$ cat src/rtl/transaction_control.sv
// Two-player coin ledger controller: initialises both balances and performs
// checked transfers against a single-port balance memory with 1-cycle read latency.
module transaction_control #(
  parameter int               WIDTH        = 8,
  parameter logic [WIDTH-1:0] INIT_BALANCE = 8'd100
) (
  input  logic             clock,
  input  logic             resetn,
  input  logic             init_memory,
  input  logic             start_transaction,
  input  logic [WIDTH-1:0] amount,
  input  logic             key,
  input  logic [WIDTH-1:0] mem_rdata,
  output logic             mem_addr,
  output logic [WIDTH-1:0] mem_wdata,
  output logic             mem_wren,
  output logic             finished_init,
  output logic             finished_transaction,
  output logic             rejected,
  output logic [WIDTH-1:0] p1_balance,
  output logic [WIDTH-1:0] p2_balance
);

  typedef enum logic [3:0] {
    IDLE      = 4'd0,
    INIT_W0   = 4'd1,
    INIT_W1   = 4'd2,
    INIT_DONE = 4'd3,
    RD_SRC    = 4'd4,
    RD_DST    = 4'd5,
    CAPTURE   = 4'd6,
    CHECK     = 4'd7,
    WR_SRC    = 4'd8,
    WR_DST    = 4'd9,
    DONE      = 4'd10
  } state_t;

  state_t           state_q, state_d;
  logic [WIDTH-1:0] amount_q, amount_d;
  logic             key_q, key_d;
  logic [WIDTH-1:0] src_bal_q, src_bal_d;
  logic [WIDTH-1:0] dst_bal_q, dst_bal_d;
  logic             rejected_q, rejected_d;
  logic [WIDTH-1:0] p1_q, p1_d;
  logic [WIDTH-1:0] p2_q, p2_d;

  // Sum is one bit wider so a destination overflow shows up in the top bit.
  logic [WIDTH:0]   sum_s;
  logic [WIDTH-1:0] diff_s;
  logic             reject_s;

  assign sum_s    = {1'b0, dst_bal_q} + {1'b0, amount_q};
  assign diff_s   = src_bal_q - amount_q;
  assign reject_s = (amount_q > src_bal_q) || sum_s[WIDTH];

  // State and datapath registers.
  always_ff @(posedge clock or negedge resetn) begin
    if (!resetn) begin
      state_q    <= IDLE;
      amount_q   <= '0;
      key_q      <= 1'b0;
      src_bal_q  <= '0;
      dst_bal_q  <= '0;
      rejected_q <= 1'b0;
      p1_q       <= '0;
      p2_q       <= '0;
    end else begin
      state_q    <= state_d;
      amount_q   <= amount_d;
      key_q      <= key_d;
      src_bal_q  <= src_bal_d;
      dst_bal_q  <= dst_bal_d;
      rejected_q <= rejected_d;
      p1_q       <= p1_d;
      p2_q       <= p2_d;
    end
  end

  // Next-state and register update logic.
  always_comb begin
    state_d    = state_q;
    amount_d   = amount_q;
    key_d      = key_q;
    src_bal_d  = src_bal_q;
    dst_bal_d  = dst_bal_q;
    rejected_d = rejected_q;
    p1_d       = p1_q;
    p2_d       = p2_q;
    case (state_q)
      IDLE: begin
        if (init_memory) begin
          state_d = INIT_W0;
        end else if (start_transaction) begin
          state_d    = RD_SRC;
          amount_d   = amount;
          key_d      = key;
          rejected_d = 1'b0;
        end else begin
          state_d = IDLE;
        end
      end
      INIT_W0: begin
        p1_d    = INIT_BALANCE;
        state_d = INIT_W1;
      end
      INIT_W1: begin
        p2_d    = INIT_BALANCE;
        state_d = INIT_DONE;
      end
      INIT_DONE: begin
        if (!init_memory) state_d = IDLE;
        else              state_d = INIT_DONE;
      end
      RD_SRC:  state_d = RD_DST;
      RD_DST: begin
        src_bal_d = mem_rdata;
        state_d   = CAPTURE;
      end
      CAPTURE: begin
        dst_bal_d = mem_rdata;
        state_d   = CHECK;
      end
      CHECK: begin
        if (reject_s) begin
          rejected_d = 1'b1;
          state_d    = DONE;
        end else begin
          state_d = WR_SRC;
        end
      end
      // key 0 means player1 (addr 0) is the source.
      WR_SRC: begin
        if (!key_q) p1_d = diff_s;
        else        p2_d = diff_s;
        state_d = WR_DST;
      end
      WR_DST: begin
        if (!key_q) p2_d = sum_s[WIDTH-1:0];
        else        p1_d = sum_s[WIDTH-1:0];
        state_d = DONE;
      end
      DONE: begin
        if (!start_transaction) state_d = IDLE;
        else                    state_d = DONE;
      end
      default: state_d = IDLE;
    endcase
  end

  // Moore output decode from the registered state.
  always_comb begin
    mem_addr  = 1'b0;
    mem_wdata = '0;
    mem_wren  = 1'b0;
    case (state_q)
      INIT_W0: begin
        mem_addr  = 1'b0;
        mem_wdata = INIT_BALANCE;
        mem_wren  = 1'b1;
      end
      INIT_W1: begin
        mem_addr  = 1'b1;
        mem_wdata = INIT_BALANCE;
        mem_wren  = 1'b1;
      end
      RD_SRC: mem_addr = key_q;
      RD_DST: mem_addr = ~key_q;
      WR_SRC: begin
        mem_addr  = key_q;
        mem_wdata = diff_s;
        mem_wren  = 1'b1;
      end
      WR_DST: begin
        mem_addr  = ~key_q;
        mem_wdata = sum_s[WIDTH-1:0];
        mem_wren  = 1'b1;
      end
      default: begin
        mem_addr  = 1'b0;
        mem_wdata = '0;
        mem_wren  = 1'b0;
      end
    endcase
  end

  assign finished_init        = (state_q == INIT_DONE);
  assign finished_transaction = (state_q == DONE);
  assign rejected             = rejected_q;
  assign p1_balance           = p1_q;
  assign p2_balance           = p2_q;

endmodule

$ cat config.mk
export PLATFORM = sky130hd
export DESIGN_NAME = transaction_control
export DESIGN_NICKNAME = d
export VERILOG_FILES = /design/src/rtl/transaction_control.sv
export SDC_FILE = /design/constraint.sdc
export NUM_CORES = 1
export LEC_CHECK = 0
export CAP_MARGIN = 20
export CORE_ASPECT_RATIO = 1.2
export CORE_MARGIN = 3
export CORE_UTILIZATION = 53
export CTS_CLUSTER_DIAMETER = 80
export CTS_CLUSTER_SIZE = 24
export DETAILED_ROUTE_END_ITERATION = 7
export PLACE_DENSITY = 0.8
export SLEW_MARGIN = 40
export SYNTH_ARGS = -nofsm -noshare
export SYNTH_HDL_FRONTEND = slang
export SYNTH_SLANG_ARGS = --single-unit
$ cat constraint.sdc
create_clock -name clock -period 3.49 [get_ports clock]
set_clock_uncertainty 0.15 [all_clocks]
set_input_delay 0.698 -clock clock [delete_from_list [all_inputs] [get_ports clock]]
set_output_delay 0.698 -clock clock [all_outputs]
set_load 0.02 [all_outputs]
Word level (Yosys, flattened, before mapping)
Index checks and enable logic that the tools add are counted.
{"block": "word_totals", "regBits": 46, "input_bits": 21}
{"block": "classes", "addsub": 2, "n_lt_le_gt_ge": 1, "eq_ne": 17, "n_mux": 19, "n_bitwise": 2, "n_reduce_logical": 13}
{"operator": "8-bit case mux with 3 select lines", "count": 3}
{"operator": "4-bit case mux with 11 select lines", "count": 1}
{"operator": "8-bit 2-to-1 mux", "count": 4}
{"operator": "4-bit by 3-bit == test with 1-bit output (second input constant)", "count": 4}
{"operator": "2-bit inequality test (second input constant)", "count": 7}
{"operator": "4-bit == test (second input constant)", "count": 3}
{"operator": "8-bit by 8-bit adder with 9-bit output", "count": 1}
{"operator": "3-bit AND reduction", "count": 3}
{"operator": "4-bit by 2-bit == test with 1-bit output (second input constant)", "count": 2}
{"operator": "8-bit greater-than comparator", "count": 1}
{"operator": "8-bit subtractor", "count": 1}
{"operator": "3-bit 2-to-1 mux", "count": 2}
{"operator": "3-bit nonzero test", "count": 2}
{"operator": "2-bit OR reduction", "count": 3}
{"operator": "4-bit by 1-bit == test with 1-bit output (second input constant)", "count": 1}
{"operator": "4-bit zero test", "count": 1}
{"operator": "1-bit 2-to-1 mux", "count": 4}
{"operator": "2-bit 2-to-1 mux", "count": 2}
{"operator": "4-bit 2-to-1 mux", "count": 1}
{"operator": "4-bit AND reduction", "count": 1}
{"operator": "4-bit OR reduction", "count": 1}
{"operator": "1-bit case mux with 3 select lines", "count": 1}
{"operator": "1-bit inverter", "count": 2}
{"operator": "1-bit case mux with 2 select lines", "count": 1}
{"operator": "2 further kinds", "count": 2}

Logic depth before layout (Yosys ltp)
{"block": "logic_depth", "ltp_word": 4, "ltp_mapped": 9, "mapped_depth_nobuf": 9}

Worst setup path before layout
OpenSTA, ideal clock, no wires.
{"block": "synth_timing", "kind": "register to output", "startpoint": "reg src_bal_q[0]", "endpoint": "out mem_wdata[6]", "t_arrival_ns": 1.974, "required_ns": 2.642, "setup_slack_ns": 0.668, "stages_incl_launch_ff": 10, "path_buffers": 0, "cell_sequence": "dfrtp_1 > inv_1 > ha_1 > inv_1 > fa_1 > a21o_1 > a221oi_2 > xor2_1 > nor2_1 > a211o_1"}
{"block": "synth_between", "elab_chain_cells": 2}
{"item": "start, declared", "line": "41", "source": "logic [WIDTH-1:0] src_bal_q, src_bal_d;"}
{"item": "start signal, assigned", "line": "71", "source": "src_bal_q <= src_bal_d;"}
{"item": "8-bit subtractor", "line": "53", "source": "assign diff_s = src_bal_q - amount_q;"}
{"item": "8-bit case mux with 3 select lines", "line": "155", "source": "case (state_q)"}
{"item": "end, declared", "line": "15", "source": "output logic [WIDTH-1:0] mem_wdata,"}
Every way passes these cells.

Final worst setup path
Ends and elaborated chain as after synthesis.

==> impl_metrics.yaml <==
clocking:
  cts.sinks: 46
  clk-insertion-delay-late_ns: 0.30
  clk_path_buf_depth: 2
  cts-root-buf: "clkbuf_8"
  cts_setup_buffers: 0
  cts_hold_repair.buffers: 0
  cts_tree: "done"
  cts_made_buffers: 5
  cts.clk_slew.worst_paths_ns: 0.09
  h-tree-depth: 2
die:
  row_count: 28
  start_util_pct: 55.8
  die_h_um: 85.6
  die_area_mm2: 0.00619
  coreArea_mm2: 0.00501
  io_pins: 50
  die_w_um: 72.3
placement:
  dp_hpwl_um: 4930
  gp_congestion: 0.914
  place_ws_ns: 0.0618
  post-place-cells: 392
  io_buffer_count: 49
global_routing:
  antenna_found_initial: 0
  grt_use_total_pct: 22.8
  grt_pass1_wl_um: 11000
  grt_pass1_vias: 2288
  grt_max_degree: 47
  overflow: 0
route:
  firstDrtPassIters: 4
  drcViolationCount: 0
  drt_iter0_drc: 183
  avgViaCountPerCell: 5.82
  wl_per_cell_um: 16.5
  vias: 2326
  drt-total-wl_um: 6600
  route.antenna.remaining_nets: 0
logic_synthesis:
  syn_inst: 282
  synth-edff-count: 0
  ys.flop_type: "dfrtp_1"
  synth_area_per_cell_um2: 9.92
  synth_area_leaders: "dfrtp_1 (41%), mux2_2 (10%), ha_1 (7.2%), a21oi_1 (3.8%), nor2_1 (3.4%)"
  ys_ff_latch: 46
  synth_cell_types: 55
  ys_seq_area_share_pct: 41.2
  yosys_warnings: 0
  synth_nets: 321
  yosysTopAreaCell: "dfrtp_1"
  async_flop_share_pct: 100
  syn_area_mm2: 0.00280
  synth_top_area_share_pct: 41.2
pwr:
  ir_worst_vdd_mv: 0.503
  p_leak_nw: 1.58
  power.density_mw_per_mm2: 1070
  p_total_mw: 3.78
final_layout:
  layout_common_cells: "dfrtp_1 (46), clkdlybuf4s50_1 (43), nor2_1 (25), mux2_2 (25), nand2_1 (23)"
  fillers: 397
  nNetsFinal: 378
  drive_gt1_share_pct: 18.5
  layout_commonest_cell: "dfrtp_1"
  antenna_cells: 0
  fin_util_pct: 70.3
  syn_to_final_growth_pct: 25.9
  layoutNonFillerInstCount: 400
sta:
  finalWorstSetupSlack_ns: 0.132
  timing.hold.ws_ns: 0.221
  clock.fmax_mhz: 298
  hold_viol_final: 0
  worst_slew_pin_slew_ns: 0.597
  finalCritPeriodShare_pct: 96.2
  rsz0062_at_grt: "true"
  max_slew_margin_pct: 60.0
  slew_viol_final: 0
  setup_violations: 0
  final.min_clock_period_ns: 3.36
setup_path:
  critical_path_class: "flip-flop to primary output"
  required_ns: 2.64
  r2r_end: "p2_balance[6]$_DFFE_PN0P_"
  crit_fanout: 3
  reg2reg_from: "src_bal_q[0]$_DFFE_PN0P_"
  r2r_slack_ns: 1.11
  startpoint: "src_bal_q[0]$_DFFE_PN0P_"
  rr_worst_depth: 9
  crit_path_end_kind: "primary output"
  worstSetupStartpointType: "flip-flop"
  arrival_ns: 2.51
status:
  outcome: "finished, final reports clean"
min_path:
  hold_class: "primary input to async pin"
job:
  maxCapViolCount: 0
registers in the layout, indices dropped and copies added, names as in the netlist:
signal      cells
dst_bal_q       8
rejected        1
p2_balance      8
src_bal_q       8
key_q           1
state_q         4
p1_balance      8
amount_q        8
worst max-delay path by stage:
stage	to	cells past startpoint
finish	mem_wdata[6]	10
global route	mem_wdata[6]	10
CTS	mem_wdata[6]	10
detailed placement	mem_wdata[6]	10
global placement	mem_wdata[6]	10
floorplan	mem_wdata[6]	9
cells by family after synthesis:
kind of cell | after synthesis | share of synthesized area, %
DFF | 46 | 41.2
buffers and inverters | 26 | 4.56
muxes | 26 | 10.4
xor gates and xnor gates | 7 | 2.19
adders and majority gates | 18 | 8.59
AOI/OAI and AO/OA | 72 | 16.8
and+or+nand+nor | 87 | 16.2
worst max-delay path, stage by stage, from the launching register on:
cell and delay (ns):
dfrtp_1 0.36, inv_1 0.07, ha_2 0.17, inv_1 0.05
fa_2 0.36, a21o_1 0.19, a221oi_2 0.31, xor2_1 0.17
nor2_1 0.08, a211o_1 0.28, buf_2 0.16
per-layer routing:
layer	vias up	share of wire (%)	GRT usage [%]
li1	1124	-	-
met4	0	1.1	8.55
met2	74	51	38.5
met1	1118	42	29.1
met5	-	0	0
met3	10	6.1	3.63
area by class of cell:
type | count | area, µm² | share of cell area, %
Clock buffer | 5 | 68.8 | 1.96
Tap cell | 60 | 75.1 | 2.13
Timing Repair Buffer | 59 | 561 | 15.9
Sequential cell | 46 | 1150 | 32.7
Clock inverter | 3 | 45.0 | 1.28
Multi-Input combinational cell | 210 | 1560 | 44.2
Inverter | 17 | 63.8 | 1.81
power breakdown:
group	internal (mW)	switching, mW	leakage (nW)	total (mW)
combinational	1.10	1.34	0.988	2.44
clock	0.213	0.188	0.0504	0.401
sequential	0.786	0.157	0.545	0.943
total	2.10	1.68	1.58	3.78
Yosys cell counts, drive strengths merged, types with 3 or more instances:
library cell   n
dfrtp         46
nor2          26
mux2          25
nand2         23
a21oi         21
inv           17
ha            16
o21ai         14
a31oi          7
buf            7
nor3           7
a21o           5
nand3          5
xor2           5
a211oi         4
nand2b         4
nor2b          4
a21boi         3
or3            3
stage by stage:
step	cell area (µm²)	setup TNS, ns
3_3_place_gp	3370	0
2_1_floorplan	2800	0
5_1_grt	3520	-0.0400
3_5_place_dp	3370	0
4_1_cts	3490	-0.0665
6_report	3520	0
repair_timing:
| action | CTS | global route |
|---|---|---|
| pin swaps | 1 | 3 |
| endpoints found under the hold margin | 0 | 0 |
| gates resized for setup | 6 | 14 |
| endpoints found under the setup margin | 5 | 6 |
No activity file was read; power rests on OpenSTA's default activity.
==> variant, RTL diff (same settings) <==
Re-encode `state_t` (11 states) as Gray code, 4 bits wide.
--- a/src/rtl/transaction_control.sv
+++ b/src/rtl/transaction_control.sv
@@ -22,17 +22,17 @@
 );
 
   typedef enum logic [3:0] {
-    IDLE      = 4'd0,
-    INIT_W0   = 4'd1,
-    INIT_W1   = 4'd2,
-    INIT_DONE = 4'd3,
-    RD_SRC    = 4'd4,
-    RD_DST    = 4'd5,
-    CAPTURE   = 4'd6,
-    CHECK     = 4'd7,
-    WR_SRC    = 4'd8,
-    WR_DST    = 4'd9,
-    DONE      = 4'd10
+    IDLE      = 4'b0000,
+    INIT_W0   = 4'b0001,
+    INIT_W1   = 4'b0011,
+    INIT_DONE = 4'b0010,
+    RD_SRC    = 4'b0110,
+    RD_DST    = 4'b0111,
+    CAPTURE   = 4'b0101,
+    CHECK     = 4'b0100,
+    WR_SRC    = 4'b1100,
+    WR_DST    = 4'b1101,
+    DONE      = 4'b1111
   } state_t;
 
   state_t           state_q, state_d;
Behaviour: no difference found for any inputs over 10 cycles, from zero or initial values and one cycle with resetn low; not proved beyond that.
==> variant against the unedited design <==
- clock power fell by 16%
- via count is 4.6% lower
- sequential cell count did not move
- worst setup slack worse by 0.022 ns
- area after synthesis fell by 0.13%
- wire length down 8.1%
- count of clock-buffer cells in the layout grew 1
- combinational power up 2%
- final cell count shrank 4.0%
- final area is 2.2% lower
- largest power group unchanged
- critical path depth unchanged
- critical path type unchanged
- sequential power up 5.0%
- total power rose by 0.98%
==> variant: results (changes against the unedited design) <==
* Async set or reset register ratio after synthesis at 100% (unchanged)
* Maximum net fanout on the critical path at 2 (was 3)
* Non-filler cells, final at 384 (was 400)
* Status: completed (unchanged)
* Antenna fix cells at 0 (unchanged)
* Root Buffer: clkbuf_8 (unchanged)
* Clock latency on the worst-skew pair at 0.30 ns (about the same)
* Antenna violations before repair at 0 (unchanged)
* Ys flop type: dfrtp_1 (unchanged)
* Synth cell types at 56 (was 55)
* Pre-Repair DR Iteration Count at 4 (unchanged)
* Crit-path slowest cell: fa_1 (was dfrtp_1)
* Largest delay share family, worst path: adder cells (was compound AO/OA/AOI/OAI gates)
* WL per Instance at 15.8 um (was 16.5 um)
* Sequential area share after synthesis at 41.2% (about the same)
* Worst r2r src: src_bal_q[0] (unchanged)
* Clock tree buffer depth at 2 (unchanged)
* Routed vias at 2218 (was 2326)
* Synth cell count leaders: dfrtp_1 (46), mux2_2 (30), nor2_1 (25), nand2_1 (19) (was dfrtp_1 (46), mux2_2 (25), nor2_1 (25), nand2_1 (23), a21oi_1 (21))
* Layout cell share with drive strength beyond 1 at 17.3% (was 18.5%)
* Critical R2R Capture: p2_balance[6] (unchanged)
* Crit path largest cell delay at 0.40 ns (was 0.36 ns)
* Placed wire-length estimate at 4.62 mm (was 4.93 mm)
* R2R Setup Slk at 1.00 ns (was 1.11 ns)
* Syn. warnings at 0 (unchanged)
* Vias in the first global route at 2135 (was 2288)
* CTS Buf Count at 5 (unchanged)
* Peak supply drop at 0.000470 V (was 0.000503 V)
* Cells after synthesis at 270 (was 282)
* CP arrival at 2.53 ns (was 2.51 ns)
* Syn Nets at 309 (was 321)
* Leak at 1.56 nW (was 1.58 nW)
* Routability congestion estimate at 0.847 (was 0.914)
* Worst r2r path cells at 10 (was 9)
* First-pass GRT wire length at 10.3 mm (was 11.0 mm)
* Total GRT Usage at 20.9% (was 22.8%)
* Relative slew slack at 53.7% (was 60.0%)
* Top cells by area, synth: dfrtp_1 (41%), mux2_2 (12%), ha_1 (7.2%), nor2_1 (3.4%), a21oi_1 (2.9%) (was dfrtp_1 (41%), mux2_2 (10%), ha_1 (7.2%), a21oi_1 (3.8%), nor2_1 (3.4%))
* Detailed Route Iter0 Violations at 155 (was 183)
* Nets at 362 (was 378)
* Pin count of the biggest net entering global routing at 47 (unchanged)
* Max Slew Vio Count at 0 (unchanged)
[variant: where the power goes]
group          internal [mW]  switching [mW]
clock network          0.159           0.179
logic                   1.14            1.35
registers              0.782           0.208
[variant: area by class of cell]
| cell class | count | area (um^2) |
|---|---|---|
| Fill cell | 419 | 1570 |
| Inverter | 14 | 52.6 |
| Multi-Input combinational cell | 202 | 1550 |
| Timing Repair Buffer | 54 | 519 |
| Clock inverter | 2 | 12.5 |
| Clock buffer | 6 | 82.6 |
| Tap cell | 60 | 75.1 |
| Sequential cell | 46 | 1150 |
[variant: worst max path at each step]
stage                      start      endpoint
global placement    src_bal_q[0]  mem_wdata[6]
CTS                  amount_q[1]  mem_wdata[3]
finish              src_bal_q[0]  mem_wdata[6]
global route        src_bal_q[0]  mem_wdata[6]
detailed placement  src_bal_q[0]  mem_wdata[6]
floorplan           src_bal_q[0]  mem_wdata[6]
[variant: repair_timing]
item | in CTS | in global routing
resized for setup | 7 | 4
buffers inserted | 1 | 0
endpoints found under the setup margin | 4 | 3
pin swaps | 0 | 0
hold endpoints to repair | 0 | 0
[variant: worst register-to-register path, cell delays in order (launching register included)]
cell and delay [ns]:
dfrtp_1 0.39, inv_1 0.06, ha_1 0.15, inv_1 0.05
fa_1 0.40, a21o_1 0.19, and4_1 0.21, nor3_2 0.18
mux2i_1 0.30, buf_4 0.16, a41oi_1 0.12
[variant: metal layers]
metal | global-route usage (%) | part of all wire (%) | vias up
met3 | 3.17 | 4.2 | 8
li1 | - | - | 1086
met5 | 0 | 0 | -
met4 | 4.62 | 1.1 | 0
met2 | 35.5 | 50 | 57
met1 | 28.0 | 45 | 1067
[variant: kinds of logic after synthesis]
group | Yosys count | synth area share [%]
AOI/OAI and AO/OA | 60 | 15.4
xor gates and xnor gates | 9 | 2.82
muxes | 31 | 12.5
buffers and inverters | 22 | 3.85
and+or+nand+nor | 84 | 15.7
adders and majority gates | 18 | 8.60
DFF | 46 | 41.2
[variant: through the flow]
stage	setup TNS [ns]	hold WS, ns	cell area (um^2)	setup slack [ns]
final	0	0.239	3440	0.109
after CTS	0	0.269	3440	0.0122
after floorplan	0	0.252	2790	0.608
after global routing	-0.0212	0.281	3440	-0.0212
after detailed placement	0	0.347	3330	0.00773
after global placement	0	0.340	3330	0.0650
